$ cat src/rtl/weight_loader.sv
// ============================================================================
// Module   : weight_loader
// Purpose  : Streams weight bytes into the 16-entry weight memory at addresses
//            0..count-1, keeps a mod-2^DATA_W checksum and pulses done/error.
// Revision : 1.0 - initial release
// ============================================================================
`default_nettype none

module weight_loader #(
  parameter int DATA_W = 8,
  parameter int ADDR_W = 4,
  parameter int DEPTH  = 16
) (
  input  logic              clk,
  input  logic              rst_n,
  input  logic              start,
  input  logic [ADDR_W:0]   count,
  input  logic              abort,
  input  logic [DATA_W-1:0] s_data,
  input  logic              s_valid,
  output logic              s_ready,
  output logic [DATA_W-1:0] mem_data,
  output logic [ADDR_W-1:0] mem_addr,
  output logic              mem_wr,
  output logic              busy,
  output logic              done,
  output logic              error,
  output logic [DATA_W-1:0] checksum
);

  typedef enum logic [1:0] {
    IDLE   = 2'd0,
    LOAD   = 2'd1,
    FINISH = 2'd2
  } state_t;

  localparam logic [ADDR_W:0] MAX_COUNT = (ADDR_W + 1)'(DEPTH);

  state_t              state, state_nx;
  logic [ADDR_W-1:0]   index, index_nx;
  logic [ADDR_W-1:0]   last_idx, last_idx_nx;
  // tail: the final write is on the memory port this cycle; LOAD is draining
  logic                tail, tail_nx;

  logic [DATA_W-1:0]   mem_data_nx;
  logic [ADDR_W-1:0]   mem_addr_nx;
  logic                mem_wr_nx;
  logic                done_nx;
  logic                error_nx;
  logic [DATA_W-1:0]   checksum_nx;
  logic                busy_nx;
  logic                s_ready_nx;

  logic                count_ok;
  logic                xfer;

  assign count_ok = (count != '0) && (count <= MAX_COUNT);
  assign xfer     = s_valid & s_ready;

  always_comb begin
    state_nx    = state;
    index_nx    = index;
    last_idx_nx = last_idx;
    tail_nx     = tail;
    mem_data_nx = mem_data;
    mem_addr_nx = mem_addr;
    mem_wr_nx   = 1'b0;
    done_nx     = 1'b0;
    error_nx    = 1'b0;
    checksum_nx = checksum;

    case (state)
      IDLE: begin
        if (start) begin
          if (count_ok) begin
            state_nx    = LOAD;
            // count == DEPTH wraps cleanly to the all-ones index
            last_idx_nx = count[ADDR_W-1:0] - ADDR_W'(1);
            index_nx    = '0;
            tail_nx     = 1'b0;
            checksum_nx = '0;
          end else begin
            error_nx    = 1'b1;
          end
        end
      end

      LOAD: begin
        if (xfer) begin
          mem_wr_nx   = 1'b1;
          mem_data_nx = s_data;
          mem_addr_nx = index;
          checksum_nx = checksum + s_data;
          if (index == last_idx) begin
            tail_nx  = 1'b1;
          end else begin
            index_nx = index + ADDR_W'(1);
          end
        end

        if (abort) begin
          state_nx = IDLE;
          tail_nx  = 1'b0;
        end else if (tail) begin
          // the last write was captured by the memory at this edge
          state_nx = FINISH;
          done_nx  = 1'b1;
          tail_nx  = 1'b0;
        end
      end

      FINISH: begin
        state_nx = IDLE;
      end

      default: begin
        state_nx = IDLE;
        tail_nx  = 1'b0;
      end
    endcase

    busy_nx    = (state_nx != IDLE);
    s_ready_nx = (state_nx == LOAD) && !tail_nx;
  end

  always_ff @(posedge clk or negedge rst_n) begin
    if (!rst_n) begin
      state    <= IDLE;
      index    <= '0;
      last_idx <= '0;
      tail     <= 1'b0;
      mem_data <= '0;
      mem_addr <= '0;
      mem_wr   <= 1'b0;
      done     <= 1'b0;
      error    <= 1'b0;
      checksum <= '0;
      busy     <= 1'b0;
      s_ready  <= 1'b0;
    end else begin
      state    <= state_nx;
      index    <= index_nx;
      last_idx <= last_idx_nx;
      tail     <= tail_nx;
      mem_data <= mem_data_nx;
      mem_addr <= mem_addr_nx;
      mem_wr   <= mem_wr_nx;
      done     <= done_nx;
      error    <= error_nx;
      checksum <= checksum_nx;
      busy     <= busy_nx;
      s_ready  <= s_ready_nx;
    end
  end

endmodule

`default_nettype wire
$ cat config.mk
export PLATFORM = sky130hd
export DESIGN_NAME = weight_loader
export DESIGN_NICKNAME = d
export VERILOG_FILES = /design/src/rtl/weight_loader.sv
export SDC_FILE = /design/constraint.sdc
export NUM_CORES = 1
export LEC_CHECK = 0
export ABC_CLOCK_PERIOD_IN_PS = 4600
export CAP_MARGIN = 20
export CORE_ASPECT_RATIO = 1.2
export CORE_MARGIN = 10
export CORE_UTILIZATION = 53
export DETAILED_ROUTE_END_ITERATION = 6
export PLACE_DENSITY = 0.8
export SETUP_SLACK_MARGIN = 0.3
export SLEW_MARGIN = 20
export SYNTH_ARGS = -nofsm -noshare
export SYNTH_HDL_FRONTEND = slang
export SYNTH_SLANG_ARGS = --single-unit
$ cat constraint.sdc
create_clock -name clk -period 4.6 [get_ports clk]
set_input_delay 0.69 -clock clk [delete_from_list [all_inputs] [get_ports clk]]
set_output_delay 0.69 -clock clk [all_outputs]
set_load 0.005 [all_outputs]
==> key figures, run 1 <==
Clocking
  • Clk sinks: 36
  • CTS H-tree lvls: 2
  • CTS tree: done
  • Post_cts resized: 0
  • Root Buffer: clkbuf_8
  • Hold-fix buffer count after cts: 0
  • Clk slew on worst S/H paths: 0.07 ns
  • CTS buffer count: 5
  • Insertion delay of the later-clocked pin in the worst-skew pair: 0.29 ns
  • Worst-case clock buffer depth: 2
  • Post-CTS Setup Bufs: 0

Placed design
  • DP Wirelength: 3007 um
  • Placed inst area: 0.002317 sq mm
  • I/O Buffers: 42
  • RD Place Congestion: 0.8615

Synthesis
  • Yosys cell types: 37
  • Syn Nets: 228
  • Mapped Cells: 200
  • Synth Flop Type: dfrtp_1
  • Top-area cell type share of the netlist area: 0.4845
  • Mapped cell area: 0.001859 sq mm
  • Avg Inst Size Synth: 9.296 sq um
  • Seq/Total Area, Yosys: 0.4845
  • FF+latch count, synth: 36
  • YS warnings: 0
  • Yosys top cell by area: dfrtp_1
  • Area contributors post-synth: dfrtp_1, nand2_1, ha_1, o21ai_0, xnor2_1
  • Async SR Flop Fraction: 1.000
  • Most common cell in the netlist: nand2_1
  • EDFF count, synth: 0
  • Commonest cells post-synth: nand2_1, dfrtp_1, o21ai_0

Finish
  • Finished Cell Area: 0.002407 sq mm
  • Fin nets: 273
  • Antenna Cells: 0
  • P&R area growth vs syn: 29.48%
  • Fraction of final layout cells sized beyond drive strength 1: 0.04878
  • FF+latch area: 900.9 sq um
  • Fillers: 272
  • Area used by multi-input combinational logic: 908.4 sq um

Power and ir drop
  • Max VDD drop: 0.2746 mV
  • P per Cell Area: 418.5 mW/mm^2
  • Total power: 1.007 mW
  • Leak pwr: 1.115 nW

Critical path
  • Startpoint types: input port
  • Worst-path maximum fanout: 22
  • CP Launch Point: count[0]
  • CP endpoint kind: flop
  • Reg2Reg Depth: 6
  • Reg-to-Reg Start: checksum[1]$_DFFE_PN0P_
  • Reg2reg setup slack: 2.60 ns
  • CP Data Arrival Time: 2.80 ns
  • Crit Path Class: in2reg
  • Reg2reg end: checksum[7]$_DFFE_PN0P_
  • Critical Path RT: 4.77 ns

Hold path
  • WHS Path Cells: 2
  • Worst Hold Class: reg2reg
  • Hold Crit Start: mem_data[2]$_DFFE_PN0P_
  • Min-Delay Endpoint: mem_data[2]$_DFFE_PN0P_

Timing
  • Period utilization: 0.5718
  • Final Setup Violations: 0
  • Hold slack: 0.4722 ns
  • Setup Skew: 0.008635 ns
  • Min cycle time layout: 2.630 ns
  • Fmax: 0.3802 GHz
  • Slew Limit Fails: 0
  • Relative slew slack: 0.5321
  • Setup TNS Final: 0 ns
  • Hold Violations, Final: 0
  • RSZ-0062 raised after global routing: no
  • Worst Tran Pin Value: 0.7002 ns

Global routing
  • Largest net degree at the start of global routing: 37
  • Number of global-route vias before repair: 1583
  • Global-route wire length before repair: 7134 um
  • Total Routing Usage GR: 0.1407
  • Gr ovfl total: 0
  • Initial antenna violation count: 0

Die
  • Core area: 0.003367 sq mm
  • Initial core utilization: 0.5522
  • Die span in y: 84.88 um
  • Die W: 74.07 um
  • Core Rows: 23
  • I/O pin count: 43
  • Die area: 0.006287 sq mm

Routing
  • Starting DRT DRC Count: 76
  • DRT Wirelength: 4137 um
  • DRC Markers: 0
  • ANT nets after route: 0
  • TritonRoute pass-1 iters: 4
  • Routed WL per cell: 14.62 um
  • Vias: 1546
  • Vias per cell: 5.463

Run
  • Max_cap viols: 0

Run status
  • Status: finished, final reports clean
-- registers in the layout, indices dropped and copies added, names as in the netlist, 2 cells and up --
| register | cells |
|---|---|
| mem_data | 8 |
| checksum | 8 |
| last_idx | 4 |
| mem_addr | 4 |
| index | 4 |
| state | 2 |
-- area by class of cell --
type                            count  share of cell area
Timing Repair Buffer               44              0.1809
Tap cell                           37             0.01923
Clock buffer                        8             0.03742
Sequential cell                    36              0.3742
Inverter                            7             0.01091
Multi-Input combinational cell    151              0.3773
-- through the flow --
step / instances / utilization / setup slack (ns)
global route: 283 / 0.7150 / 1.687
floorplan: 200 / - / 2.515
CTS: 283 / 0.7150 / 1.977
global placement: 275 / 0.6882 / 1.733
finish: 283 / 0.7150 / 1.970
detailed placement: 275 / 0.6882 / 1.676
-- per-layer routing --
| metal | GRT usage | vias up | part of all wire |
|---|---|---|---|
| li1 | - | 777 | - |
| met1 | 0.1643 | 726 | 0.43 |
| met2 | 0.2321 | 36 | 0.49 |
| met3 | 0.04079 | 7 | 0.062 |
| met4 | 0.05772 | 0 | 0.015 |
| met5 | 0 | - | 0 |
-- cell usage in the layout (no fill, tap or decap), types with 2 or more instances in the layout --
master	instances
a211oi_1	4
a21o_1	2
a21oi_1	6
and2_1	2
buf_4	2
clkbuf_1	2
clkbuf_8	6
clkdlybuf4s50_1	42
dfrtp_1	36
ha_1	9
inv_1	6
nand2_1	51
nand2b_1	3
nand3_1	11
nor2_1	5
nor3_1	3
nor3b_1	5
o211ai_1	2
o21ai_0	18
o21bai_1	2
o32ai_1	2
or4_1	2
xnor2_1	9
xor2_1	2
-- report_power, final --
| group | leakage, nW | total, mW | switching, mW | internal [mW] |
|---|---|---|---|---|
| Clock | 0.0455 | 0.231 | 0.109 | 0.122 |
| Sequential | 0.477 | 0.435 | 0.0471 | 0.388 |
| Combinational | 0.592 | 0.342 | 0.148 | 0.193 |
| Total | 1.11 | 1.01 | 0.304 | 0.703 |
-- worst max-delay path by stage --
stage,to,depth (start not counted)
finish,checksum[7]$_DFFE_PN0P_,8
global placement,checksum[7]$_DFFE_PN0P_,8
CTS,checksum[7]$_DFFE_PN0P_,8
detailed placement,checksum[7]$_DFFE_PN0P_,8
global route,checksum[7]$_DFFE_PN0P_,8
floorplan,checksum[6]$_DFFE_PN0P_,7
-- critical path, cell delays in order --
cell             delay, ns
clkdlybuf4s50_1       0.49
inv_1                 0.05
ha_1                  0.21
nor3b_2               0.16
xnor2_1               0.23
nand2_1               0.48
a211oi_1              0.37
o32ai_1               0.11
-- logic make-up after synthesis --
| logic type | count (synthesis) | share of synthesized area |
|---|---|---|
| multiplexers | 1 | 0.005384 |
| flip-flops | 36 | 0.4845 |
| AO/OA/AOI/OAI | 38 | 0.1245 |
| adder cells (fa/ha/maj) | 10 | 0.07133 |
| buffers and inverters | 13 | 0.02691 |
| XOR/XNOR | 11 | 0.05182 |
| AND/OR/NAND/NOR | 91 | 0.2355 |
(Power assumes the default switching activity.)
==> run 2: changes to the inputs <==
--- a/config.mk
+++ b/config.mk
@@ -5,13 +5,13 @@
 export SDC_FILE = /design/constraint.sdc
 export NUM_CORES = 1
 export LEC_CHECK = 0
-export ABC_CLOCK_PERIOD_IN_PS = 4600
+export ABC_CLOCK_PERIOD_IN_PS = 2500
 export CAP_MARGIN = 20
 export CORE_ASPECT_RATIO = 1.2
 export CORE_MARGIN = 10
-export CORE_UTILIZATION = 53
+export CORE_UTILIZATION = 49
 export DETAILED_ROUTE_END_ITERATION = 6
-export PLACE_DENSITY = 0.8
+export PLACE_DENSITY = 0.74
 export SETUP_SLACK_MARGIN = 0.3
 export SLEW_MARGIN = 20
 export SYNTH_ARGS = -nofsm -noshare
==> constraint.sdc (replaced) <==
create_clock -name clk -period 2.5 [get_ports clk]
set_input_delay 0.375 -clock clk [delete_from_list [all_inputs] [get_ports clk]]
set_output_delay 0.375 -clock clk [all_outputs]
set_load 0.005 [all_outputs]
==> run 2 against run 1 <==
Global-route usage down 0.53 points. Final cell count is 6.4% higher. Largest cell class unchanged. Combinational power increased by 89%. Design area grew 2.4%. Critical path type unchanged. Register-to-register slack worse by 2.0 ns. First-iteration DRC count up 29%.
==> key figures, run 2 (same netlist as run 1, synthesis figures left out) <==
Routing
  • Vias: 1577 (was 1546)
  • DRC Markers: 0 (unchanged)
  • Routed WL per cell: 14.24 um (was 14.62 um)
  • ANT nets after route: 0 (unchanged)
  • Vias per cell: 5.239 (was 5.463)
  • TritonRoute pass-1 iters: 4 (unchanged)
  • DRT Wirelength: 4287 um (was 4137 um)
  • Starting DRT DRC Count: 98 (was 76)

Finish
  • Fraction of final layout cells sized beyond drive strength 1: 0.07631 (was 0.04878)
  • Top Registers: checksum: 8 flops, mem_data: 8 flops (unchanged)
  • Fin nets: 276 (was 273)
  • Most frequent cells in the layout: nand2_1, clkdlybuf4s50_1, dfrtp_1, o21ai_0, nand3_1 (unchanged)
  • Core Util, Final: 0.6784 (was 0.7150)
  • P&R area growth vs syn: 32.57% (was 29.48%)
  • Antenna Cells: 0 (unchanged)
  • Commonest non-fill, non-tap cell in the layout: nand2_1 (unchanged)

Clocking
  • Clk sinks: 36 (unchanged)
  • Root Buffer: clkbuf_8 (unchanged)
  • Worst-case clock buffer depth: 2 (unchanged)
  • Hold-fix buffer count after cts: 0 (unchanged)
  • CTS buffer count: 5 (unchanged)
  • Post-CTS Setup Bufs: 0 (unchanged)
  • Insertion delay of the later-clocked pin in the worst-skew pair: 0.29 ns (about the same)
  • CTS tree: done (unchanged)
  • Clk slew on worst S/H paths: 0.07 ns (about the same)
  • CTS H-tree lvls: 2 (unchanged)

Global routing
  • Global-route wire length before repair: 7369 um (was 7134 um)
  • Number of global-route vias before repair: 1558 (was 1583)
  • Largest net degree at the start of global routing: 37 (unchanged)
  • Gr ovfl total: 0 (unchanged)
  • Initial antenna violation count: 0 (unchanged)
  • Total Routing Usage GR: 0.1355 (was 0.1407)

Critical path
  • Critical Path RT: 2.69 ns (was 4.77 ns)
  • Cell chain of the critical path: clkdlybuf4s50_1 > ha_1 > a211oi_1 > nor3_1 > nor4_2 > a211oi_1 > o32ai_1 (was clkdlybuf4s50_1 > inv_1 > ha_1 > nor3b_2 > xnor2_1 > nand2_1 > a211oi_1 > o32ai_1)
  • Crit Path Class: in2reg (unchanged)
  • Most used cell along the critical path: a211oi_1
  • CP max stage cell: clkdlybuf4s50_1 (unchanged)
  • Reg2reg setup slack: 0.61 ns (was 2.60 ns)
  • Startpoint types: input port (unchanged)
  • Reg2Reg Depth: 6 (unchanged)
  • CP Data Arrival Time: 2.25 ns (was 2.80 ns)
  • CP endpoint kind: flop (unchanged)
  • Slowest cell delay on critical path: 0.48 ns (was 0.49 ns)
  • Reg-to-Reg Start: checksum[1]$_DFFE_PN0P_ (unchanged)
  • Worst-path maximum fanout: 3 (was 22)
  • Reg2reg end: checksum[7]$_DFFE_PN0P_ (unchanged)

Die
  • Die span in y: 87.48 um (was 84.88 um)
  • I/O pin count: 43 (unchanged)
  • Die W: 76.23 um (was 74.07 um)
  • Initial core utilization: 0.5117 (was 0.5522)
  • Core Rows: 24 (was 23)
  • Die area: 0.006669 sq mm (was 0.006287 sq mm)
  • Core area: 0.003633 sq mm (was 0.003367 sq mm)

Hold path
  • WHS Path Cells: 2 (unchanged)
  • Min-Delay Endpoint: mem_addr[3]$_DFFE_PN0P_ (was mem_data[2]$_DFFE_PN0P_)
  • Hold Crit Start: mem_addr[3]$_DFFE_PN0P_ (was mem_data[2]$_DFFE_PN0P_)
  • Worst Hold Class: reg2reg (unchanged)

Placed design
  • DP Wirelength: 3234 um (was 3007 um)
  • RD Place Congestion: 0.7636 (was 0.8615)
  • I/O Buffers: 42 (unchanged)

Timing
  • Final Setup Violations: 0 (unchanged)
  • Worst Tran Pin Value: 0.4589 ns (was 0.7002 ns)
  • Period utilization: 0.8236
  • Setup TNS Final: 0 ns (unchanged)
  • Min cycle time layout: 2.059 ns
  • Slew Limit Fails: 0 (unchanged)
  • Relative slew slack: 0.6941 (was 0.5321)
  • Setup Skew: 0.004475 ns (was 0.008635 ns)
  • RSZ-0062 raised after global routing: no (unchanged)
  • Fmax: 0.4857 GHz
  • Hold Violations, Final: 0 (unchanged)

Power and ir drop
  • Total power: 1.885 mW (was 1.007 mW)
  • P per Cell Area: 764.6 mW/mm^2 (was 418.5 mW/mm^2)
  • Max VDD drop: 0.3597 mV (was 0.2746 mV)
  • Leak pwr: 1.131 nW (was 1.115 nW)

Run
  • Max_cap viols: 0 (unchanged)

Run status
  • Status: finished, final reports clean (unchanged)
-- run 2: layer usage --
metal	routed length [um]	track usage	vias up	part of all wire
met5	0	0	-	0
met1	1833	0.1506	726	0.43
met4	65	0.05922	0	0.015
met3	310	0.04649	7	0.072
met2	2076	0.2314	51	0.48
li1	-	-	793	-
-- run 2: cell type report --
class,count,area (sq um)
fill,298,1169
multi-input combinational,151,920.9
sequential,36,900.9
timing repair buffer,47,457.9
clock buffer,7,86.33
tap,52,65.06
inverter,7,26.28
clock inverter,1,7.507
-- run 2: power by group --
group / switching [mW] / internal, mW / total [mW]
clock: 0.213 / 0.224 / 0.436
combinational: 0.282 / 0.363 / 0.646
sequential: 0.0898 / 0.713 / 0.803
-- run 2: worst max path at each step --
stage,from,endpoint
2_1_floorplan,checksum[0]$_DFFE_PN0P_,checksum[6]$_DFFE_PN0P_
3_3_place_gp,s_data[1],checksum[7]$_DFFE_PN0P_
3_5_place_dp,s_data[1],checksum[7]$_DFFE_PN0P_
4_1_cts,s_data[1],checksum[7]$_DFFE_PN0P_
5_1_grt,s_data[1],checksum[7]$_DFFE_PN0P_
6_report,s_data[1],checksum[7]$_DFFE_PN0P_
-- run 2: worst max-delay path, delay by kind of cell --
family	cells	cell delay, ns
buf+inv	1	0.48
simple gates	2	0.39
compound gates	3	0.66
fa+ha+maj	1	0.34
-- run 2: repair_timing --
| action | CTS | global route |
|---|---|---|
| setup endpoints to repair | 0 | 5 |
| gates resized for setup | 0 | 3 |
| endpoints found under the hold margin | 0 | 0 |
-- run 2: stage by stage --
step / instance area, sq um / hold slack [ns] / instances / setup slack [ns]
6_report: 2465 / 0.4752 / 301 / 0.4411
5_1_grt: 2465 / 0.5143 / 301 / 0.2929
4_1_cts: 2452 / 0.4808 / 301 / 0.3980
3_5_place_dp: 2359 / 0.4629 / 293 / 0.09880
3_3_place_gp: 2359 / 0.4569 / 293 / 0.1304
2_1_floorplan: 1859 / 0.07941 / 200 / 0.7156
